===== src/rtl/csr_access_unit_pkg.sv =====
// Shared core parameters for the CSR access path: op encodings, FSM states
// and the default instruction tag width.
package csr_access_unit_pkg;

  localparam int TAG_WIDTH_DEFAULT = 4;
  localparam int ZIMM_WIDTH        = 5;

  typedef enum logic [1:0] {
    CSR_OP_RW  = 2'b00,
    CSR_OP_RS  = 2'b01,
    CSR_OP_RC  = 2'b10,
    CSR_OP_RSV = 2'b11
  } csr_op_e;

  typedef enum logic [1:0] {
    ST_IDLE  = 2'b00,
    ST_READ  = 2'b01,
    ST_WRITE = 2'b10,
    ST_RESP  = 2'b11
  } csr_state_e;

  // Reserved encoding is never a valid CSR instruction.
  function automatic logic is_reserved_op(input csr_op_e op);
    return op == CSR_OP_RSV;
  endfunction

endpackage


===== src/rtl/csr_access_unit_alu.sv =====
// Combinational CSR update logic: new value, whether a write is needed and
// whether the access is illegal given the CSR file's permission flags.
module csr_alu
  import csr_access_unit_pkg::*;
#(
  parameter int XLEN = 64
) (
  input  csr_op_e         op_i,
  input  logic [XLEN-1:0] operand_i,
  input  logic            rs1_nonzero_i,
  input  logic [XLEN-1:0] old_value_i,
  input  logic            readable_i,
  input  logic            writeable_i,
  output logic [XLEN-1:0] new_value_o,
  output logic            write_needed_o,
  output logic            illegal_o
);

  // Select the update function; set/clear only write when rs1 is not x0.
  always_comb begin
    new_value_o    = old_value_i;
    write_needed_o = 1'b0;
    case (op_i)
      CSR_OP_RW: begin
        new_value_o    = operand_i;
        write_needed_o = 1'b1;
      end
      CSR_OP_RS: begin
        new_value_o    = old_value_i | operand_i;
        write_needed_o = rs1_nonzero_i;
      end
      CSR_OP_RC: begin
        new_value_o    = old_value_i & ~operand_i;
        write_needed_o = rs1_nonzero_i;
      end
      default: begin
        new_value_o    = old_value_i;
        write_needed_o = 1'b0;
      end
    endcase
  end

  assign illegal_o = !readable_i || is_reserved_op(op_i) ||
                     (write_needed_o && !writeable_i);

endmodule


===== src/rtl/csr_access_unit.sv =====
// CSR access unit: accepts one CSR instruction, reads the CSR file, performs
// an optional read-modify-write and returns the old value to writeback.
module csr_access_unit
  import csr_access_unit_pkg::*;
#(
  parameter int XLEN      = 64,
  parameter int TAG_WIDTH = TAG_WIDTH_DEFAULT
) (
  input  logic                 clk,
  input  logic                 reset,
  input  logic                 flush,
  input  logic                 req_valid,
  output logic                 req_ready,
  input  logic [1:0]           req_op,
  input  logic                 req_imm,
  input  logic [11:0]          req_csr_addr,
  input  logic [XLEN-1:0]      req_rs1_data,
  input  logic [4:0]           req_rs1_idx,
  input  logic [4:0]           req_rd_idx,
  input  logic [TAG_WIDTH-1:0] req_tag,
  output logic [11:0]          csr_read_address,
  input  logic [XLEN-1:0]      csr_read_data,
  input  logic                 csr_readable,
  input  logic                 csr_writeable,
  output logic                 csr_write_enable,
  output logic [11:0]          csr_write_address,
  output logic [XLEN-1:0]      csr_write_data,
  output logic                 resp_valid,
  input  logic                 resp_ready,
  output logic [XLEN-1:0]      resp_data,
  output logic [4:0]           resp_rd_idx,
  output logic [TAG_WIDTH-1:0] resp_tag,
  output logic                 resp_illegal
);

  csr_state_e           state_q, state_d;
  csr_op_e              op_q;
  logic                 imm_q;
  logic [11:0]          addr_q;
  logic [XLEN-1:0]      rs1_data_q;
  logic [4:0]           rs1_idx_q;
  logic [4:0]           rd_idx_q;
  logic [TAG_WIDTH-1:0] tag_q;
  logic [XLEN-1:0]      new_value_q;
  logic [XLEN-1:0]      resp_data_q;
  logic                 illegal_q;

  logic [XLEN-1:0]      operand;
  logic [XLEN-1:0]      alu_new_value;
  logic                 alu_write_needed;
  logic                 alu_illegal;
  logic                 accept;
  logic                 capture;

  assign accept  = (state_q == ST_IDLE) && req_valid && !flush;
  assign capture = (state_q == ST_READ) && !flush;

  // Immediate forms carry a 5-bit zimm in the rs1 index field.
  assign operand = imm_q ? {{(XLEN-ZIMM_WIDTH){1'b0}}, rs1_idx_q} : rs1_data_q;

  // The ALU sees live CSR read data; it is only consumed during READ.
  csr_alu #(
    .XLEN (XLEN)
  ) u_csr_alu (
    .op_i           (op_q),
    .operand_i      (operand),
    .rs1_nonzero_i  (rs1_idx_q != 5'd0),
    .old_value_i    (csr_read_data),
    .readable_i     (csr_readable),
    .writeable_i    (csr_writeable),
    .new_value_o    (alu_new_value),
    .write_needed_o (alu_write_needed),
    .illegal_o      (alu_illegal)
  );

  // State register plus request latch and READ-cycle capture of the result.
  always_ff @(posedge clk) begin
    if (reset) begin
      state_q     <= ST_IDLE;
      op_q        <= CSR_OP_RW;
      imm_q       <= 1'b0;
      addr_q      <= '0;
      rs1_data_q  <= '0;
      rs1_idx_q   <= '0;
      rd_idx_q    <= '0;
      tag_q       <= '0;
      new_value_q <= '0;
      resp_data_q <= '0;
      illegal_q   <= 1'b0;
    end else begin
      state_q <= state_d;
      if (accept) begin
        op_q       <= csr_op_e'(req_op);
        imm_q      <= req_imm;
        addr_q     <= req_csr_addr;
        rs1_data_q <= req_rs1_data;
        rs1_idx_q  <= req_rs1_idx;
        rd_idx_q   <= req_rd_idx;
        tag_q      <= req_tag;
      end
      if (capture) begin
        new_value_q <= alu_new_value;
        illegal_q   <= alu_illegal;
        resp_data_q <= alu_illegal ? '0 : csr_read_data;
      end
    end
  end

  // Next-state logic; flush overrides everything and returns to IDLE.
  always_comb begin
    state_d = state_q;
    case (state_q)
      ST_IDLE:  if (req_valid) state_d = ST_READ;
      ST_READ:  state_d = (!alu_illegal && alu_write_needed) ? ST_WRITE : ST_RESP;
      ST_WRITE: state_d = ST_RESP;
      ST_RESP:  if (resp_ready) state_d = ST_IDLE;
      default:  state_d = ST_IDLE;
    endcase
    if (flush) state_d = ST_IDLE;
  end

  assign req_ready         = (state_q == ST_IDLE);
  assign csr_read_address  = addr_q;
  // Write strobe is killed by flush or a reset landing in the WRITE cycle.
  assign csr_write_enable  = (state_q == ST_WRITE) && !flush && !reset;
  assign csr_write_address = addr_q;
  assign csr_write_data    = new_value_q;
  assign resp_valid        = (state_q == ST_RESP);
  assign resp_data         = resp_data_q;
  assign resp_rd_idx       = rd_idx_q;
  assign resp_tag          = tag_q;
  assign resp_illegal      = illegal_q;

endmodule


===== config.mk =====
export PLATFORM = sky130hd
export DESIGN_NAME = csr_access_unit
export DESIGN_NICKNAME = d
export VERILOG_FILES = /design/src/rtl/csr_access_unit_pkg.sv /design/src/rtl/csr_access_unit_alu.sv /design/src/rtl/csr_access_unit.sv
export SDC_FILE = /design/constraint.sdc
export NUM_CORES = 1
export LEC_CHECK = 0
export BUFFER_PORTS_ARGS = -buffer_cell sky130_fd_sc_hd__buf_2
export CORE_MARGIN = 1.5
export CORE_UTILIZATION = 35
export CTS_BUF_LIST = sky130_fd_sc_hd__clkbuf_8 sky130_fd_sc_hd__clkbuf_16
export DETAILED_ROUTE_END_ITERATION = 10
export HOLD_SLACK_MARGIN = 0.1
export RECOVER_POWER = 25
export REMOVE_ABC_BUFFERS = 1
export SYNTH_ARGS = -nofsm -noshare
export SYNTH_HDL_FRONTEND = slang
export SYNTH_SLANG_ARGS = --single-unit

===== constraint.sdc =====
create_clock -name clk -period 2.3 [get_ports clk]
set_input_delay 0.115 -clock clk [delete_from_list [all_inputs] [get_ports clk]]
set_output_delay 0.115 -clock clk [all_outputs]
set_load 0.1 [all_outputs]

Yosys cells after proc, flatten, opt, wreduce, memory -nomap -nowiden
Cells that the tools add are included.

Equality and inequality tests: 8. Multiplexer cells: 8. Bitwise operators: 3. Reduce and logical (&&, ||, !) cells: 20.

Operator list (count): $pmux 64 s3 (1); $mux 64 (2); $and 64x64->64 (1); $not 64->64 (1); $or 64x64->64 (1); $eq 2x2->1 const B (4); $pmux 2 s4 (1); $logic_and 1x1->1 (7); $logic_not 1->1 (5); $reduce_bool 5->1 (1); $eq 2x1->1 const B (2); $logic_not 2->1 (2); $mux 2 (2); $reduce_or 2->1 (2); $logic_or 1x1->1 (2); $ne 2x1->1 const B (1); $ne 2x2->1 const B (1); $pmux 1 s2 (1); $reduce_and 2->1 (1); $mux 1 (1).

Register bits after elaboration: 224. Output and inout bits: 165. Word-level logic and storage cells: 50.

Depth between registers and ports, before layout
Depth in word-level cells: 9. Gate-level depth with buffers: 9.

By module
From an unflattened synthesis, not the netlist that was laid out.

Cells, all modules: 1240. Area, all modules: 9785.6 um^2.

Modules (own cells, without submodules): csr_access_unit (instances 1, cells each 1079, area an instance 8700.8 um^2); csr_alu (instances 1, cells each 161, area an instance 1084.8 um^2).

Least setup slack after synthesis
No wires, ideal clock.

Kind: input to output. From: input port reset. To: output port csr_write_enable. Arrival: 2755 ps. Data required time: 2185 ps. Slack: -570 ps. Stages: 3. Cells stage by stage: clkbuf_1 clkbuf_1 nor3b_1.

Word-level cells in the longest chain between the ends: 2.

RTL lines: start: declaration (line csr_access_unit.sv:10) `input logic reset,`; $logic_not 1->1 (line csr_access_unit.sv:125) `assign csr_write_enable = (state_q == ST_WRITE) && !flush && !reset;`; $logic_and 1x1->1 (line csr_access_unit.sv:125); end: declaration (line csr_access_unit.sv:25) `output logic csr_write_enable,`.

Every way passes these cells.

Worst setup path after layout
From: register op_q[1]. To: register state_q[0].

Word-level cells in the longest chain between the ends: 9. Elaborated cells between the ends (all ways): 13. Classes of those cells: eq/ne: 3; mux: 3; reduce/logical: 7.

RTL lines: start: declaration (line csr_access_unit.sv:37) `csr_op_e op_q;`; start signal: assignment (line csr_access_unit.sv:93) `op_q <= csr_op_e'(req_op);`; $eq 2x1->1 or $eq 2x2->1 (tied branches) (line csr_access_unit_alu.sv:23) `case (op_i)`; $reduce_or 2->1 (no source line); $pmux 1 s2 (line csr_access_unit_alu.sv:23); $logic_and 1x1->1 (line csr_access_unit_alu.sv:44) `(write_needed_o && !writeable_i);`; $logic_or 1x1->1 (line csr_access_unit_alu.sv:43) `assign illegal_o = !readable_i || is_reserved_op(op_i) ||`; $logic_not 1->1 (line csr_access_unit.sv:114) `ST_READ: state_d = (!alu_illegal && alu_write_needed) ? ST_WRITE : ST_RESP;`; $logic_and 1x1->1 (*) (line csr_access_unit.sv:114); $mux 1 (*) (line csr_access_unit.sv:114); $pmux 2 s4 (*) (line csr_access_unit.sv:112) `case (state_q)`; end signal: assignment (line csr_access_unit.sv:91) `state_q <= state_d;`; end: declaration (line csr_access_unit.sv:36) `csr_state_e state_q, state_d;`.

Mark *: on every way between the ends. The rest lies on a longest branch, timed or not. A chain may end at the register's enable or synchronous reset.

==> summary.txt <==
STA
  – Skew final: 0.00631 ns
  – Fin crit share: 93.6%
  – Upper clock frequency limit: 464 MHz
  – Unrepaired setup endpoints after global routing: no
  – Tightest Pin Transition: 1.26 ns
  – Final critical-path required period: 2.15 ns
  – Final-layout setup total negative slack: 0 ns
  – Final Max Slew Viols: 0
  – Setup-failing EPs final: 0
  – Relative slew margins: 16.2%
  – Hold Vio Cnt, Final: 0

Power
  – Ratio of total power to cell area: 754 nW/µm²
  – VDD IR-drop max: 504 µV
  – Leakage: 0.00542 µW

Global routing
  – Antenna violations before repair: 0
  – Total global routing overflow: 0
  – Pin count of the biggest net entering global routing: 124
  – Via count of the first global-routing pass: 9092
  – Wire length of the first global-routing pass: 47000 µm
  – Total routing resource utilization after global routing: 21.3%

Yosys
  – Post-synthesis xor/xnor area fraction: 0%
  – Share of cell area taken by muxes after synthesis: 0.650%
  – Count of flip-flops with a built-in enable after synthesis: 0
  – Flop and latch count out of synthesis: 224
  – Synth unique cells: 36
  – Sequential-to-total area share from yosys stat: 48.5%
  – Simple-gate share of the synthesized area: 13.5%
  – Gate Count Post-Synth: 1040
  – Leading register cell type out of synthesis: dfxtp_1
  – Complex-gate fraction of the synthesized area: 29.8%
  – Async set-or-reset flop fraction in the synthesized netlist: 0%
  – Combinational family with the most area after synthesis: compound AO/OA/AOI/OAI gates
  – Post-synthesis area per instance: 8.89 µm²
  – Netlist area before placement: 9240 µm²
  – Ys Warns: 0
  – Adder and majority cell fraction of the synthesized area: 1.22%

Worst setup path
  – Data required time at the worst endpoint: 2.71 ns
  – Worst endpoint data arrival time: 2.56 ns
  – Worst Path Class, Setup: flop to flop
  – Crit start category: flop
  – Setup crit end kind: flop
  – Worst-path maximum fanout: 5
  – Worst-case reg-to-reg path depth: 7

Min path
  – Class of the tightest hold or removal check: input pin to flop
  – Cell count of the worst hold path: 6

Finish
  – Most frequent standard cell in the layout excluding fill and tap cells: buf_2
  – Antenna fix cells: 0
  – Post-layout util: 52.6%
  – Layout overhead on the synthesized area: 47.8%
  – Most frequent cells in the layout: 230 x buf_2, 224 x dfxtp_1, 202 x nand2_1
  – Final nets: 1661
  – Final-layout fill cell count: 2462
  – Fraction of layout instances using a drive strength above 1: 24.4%

Routing
  – Total wire length after detailed routing: 32400 µm
  – Post-route DRC: 0
  – DR vias: 9552
  – 1st-iter DRT viols: 576
  – Number of antenna-violating nets in the routed design: 0
  – Via density per instance: 5.19
  – Wire per inst: 17.6 µm
  – Pre-Repair DR Iteration Count: 5

Die
  – Height of the die: 166 µm
  – Placeable core region: 26000 µm²
  – Initial core utilization: 35.6%
  – Die area: 27400 µm²
  – Total I/O pin count: 329
  – Die extent in x: 166 µm
  – Number of rows created at floorplan: 59

Clocking
  – Root buffer cell: clkbuf_16
  – Clock net sink count: 224
  – Total clock buffers created by CTS: 26
  – CTS H-tree lvls: 1
  – Clock Latency Late Sink: 0.52 ns
  – CTS tree: built
  – Worst-path clk slew: 0.06 ns
  – Max Root-Sink Buffers: 3

Placed design
  – Buffers added on ports: 328
  – HPWL after DPL: 18700 µm
  – Final RePlAce weighted congestion: 0.754

Job
  – Count of maximum capacitance violations: 0

Outcome
  – Run status: completed
[path summary, 6_finish.rpt]
check / from / end / slack (ns)
worst min register to register: resp_rd_idx[4] / resp_rd_idx[4] / 0.46
worst max-delay path: op_q[1] / state_q[0] / 0.15
worst max register to register: op_q[1] / state_q[0] / 0.15
worst min-delay path: req_valid / rs1_data_q[60] / 0.23
[power by group]
group          switching, µW  internal, µW  total (µW)
clock                   1620          2610        4230
combinational           1340           597        1930
sequential               107          4030        4140
total                   3060          7240       10300
[critical path, cell delays in order (launching register included)]
cell	delay, ns
dfxtp_1	0.41
inv_1	0.09
ha_2	0.32
o21bai_1	0.09
a21o_2	0.20
o311ai_2	0.26
a211oi_1	0.11
dlygate4sd3_1	0.56
[kinds of logic (layout without fill, tap and decap cells)]
kind of cell / after synthesis / count (layout)
AOI/OAI and AO/OA: 375 / 375
and+or+nand+nor: 306 / 306
DFF: 224 / 224
buffers and inverters: 120 / 585
adders and majority gates: 9 / 9
muxes: 6 / 6
[routing by layer]
metal	GRT usage [%]	part of all wire [%]	up-vias
li1	-	-	4665
met1	26.0	42	4492
met2	37.5	49	339
met3	3.40	5.7	56
met4	7.79	2.7	0
met5	0	0	-
[what timing repair did]
item,in CTS,in global routing
gates resized for setup,0,6
hold buffers,171,0
endpoints found under the hold margin,224,0
endpoints found under the setup margin,0,9
buffers inserted,0,5
[layout make-up]
class                   instances  area, µm²  area share, %
clock buffers                  29        703           5.15
clock inverters                16        170           1.25
inverters                       7       26.3          0.192
multi-input cells             696       4220           30.9
flip-flops and latches        224       4480           32.8
well taps                     335        419           3.07
repair buffers                533       3630           26.6
[through the flow]
step / std cells / cell area [µm²] / setup slack, ns / total power, µW / hold WS (ns)
3_5_place_dp: 1614 / 11100 / 0.247 / 5880 / 0.346
6_report: 1840 / 13700 / 0.147 / 10300 / 0.228
2_1_floorplan: 927 / 8690 / -5.62 / 5360 / 0.184
5_1_grt: 1840 / 13700 / 0.00198 / 10700 / 0.249
3_3_place_gp: 1614 / 11100 / 0.293 / 5870 / 0.345
4_1_cts: 1830 / 13600 / 0.0218 / 10400 / 0.197
[state kept, by name, summed over array words and instances (netlist names)]
| register | flops |
|---|---|
| resp_rd_idx | 5 |
| resp_tag | 4 |
| op_q | 2 |
| rs1_idx_q | 5 |
| state_q | 2 |
| csr_read_address | 12 |
| imm_q | 1 |
| resp_data | 64 |
| csr_write_data | 64 |
| resp_illegal | 1 |
| rs1_data_q | 64 |
[synth_stat cells, drive strengths merged, types with 2 or more instances]
| cell | n | area share [%] |
|---|---|---|
| dfxtp | 224 | 49 |
| nor3 | 9 | 0.49 |
| nor2 | 73 | 3.0 |
| a211oi | 22 | 1.8 |
| nor3b | 2 | 0.16 |
| clkbuf | 71 | 2.9 |
| ha | 9 | 1.2 |
| nor2b | 7 | 0.47 |
| nor4 | 7 | 0.80 |
| buf | 42 | 3.2 |
| nand2b | 3 | 0.20 |
| a32oi | 15 | 1.4 |
| or3 | 2 | 0.14 |
| inv | 7 | 0.28 |
| a22o | 64 | 6.8 |
| a311oi | 43 | 4.1 |
| a2111oi | 43 | 4.1 |
| nand2 | 202 | 8.2 |
| a21oi | 138 | 7.5 |
| a21boi | 43 | 3.5 |
| mux2i | 6 | 0.65 |
Note: power is estimated with default switching activity, not from simulation.
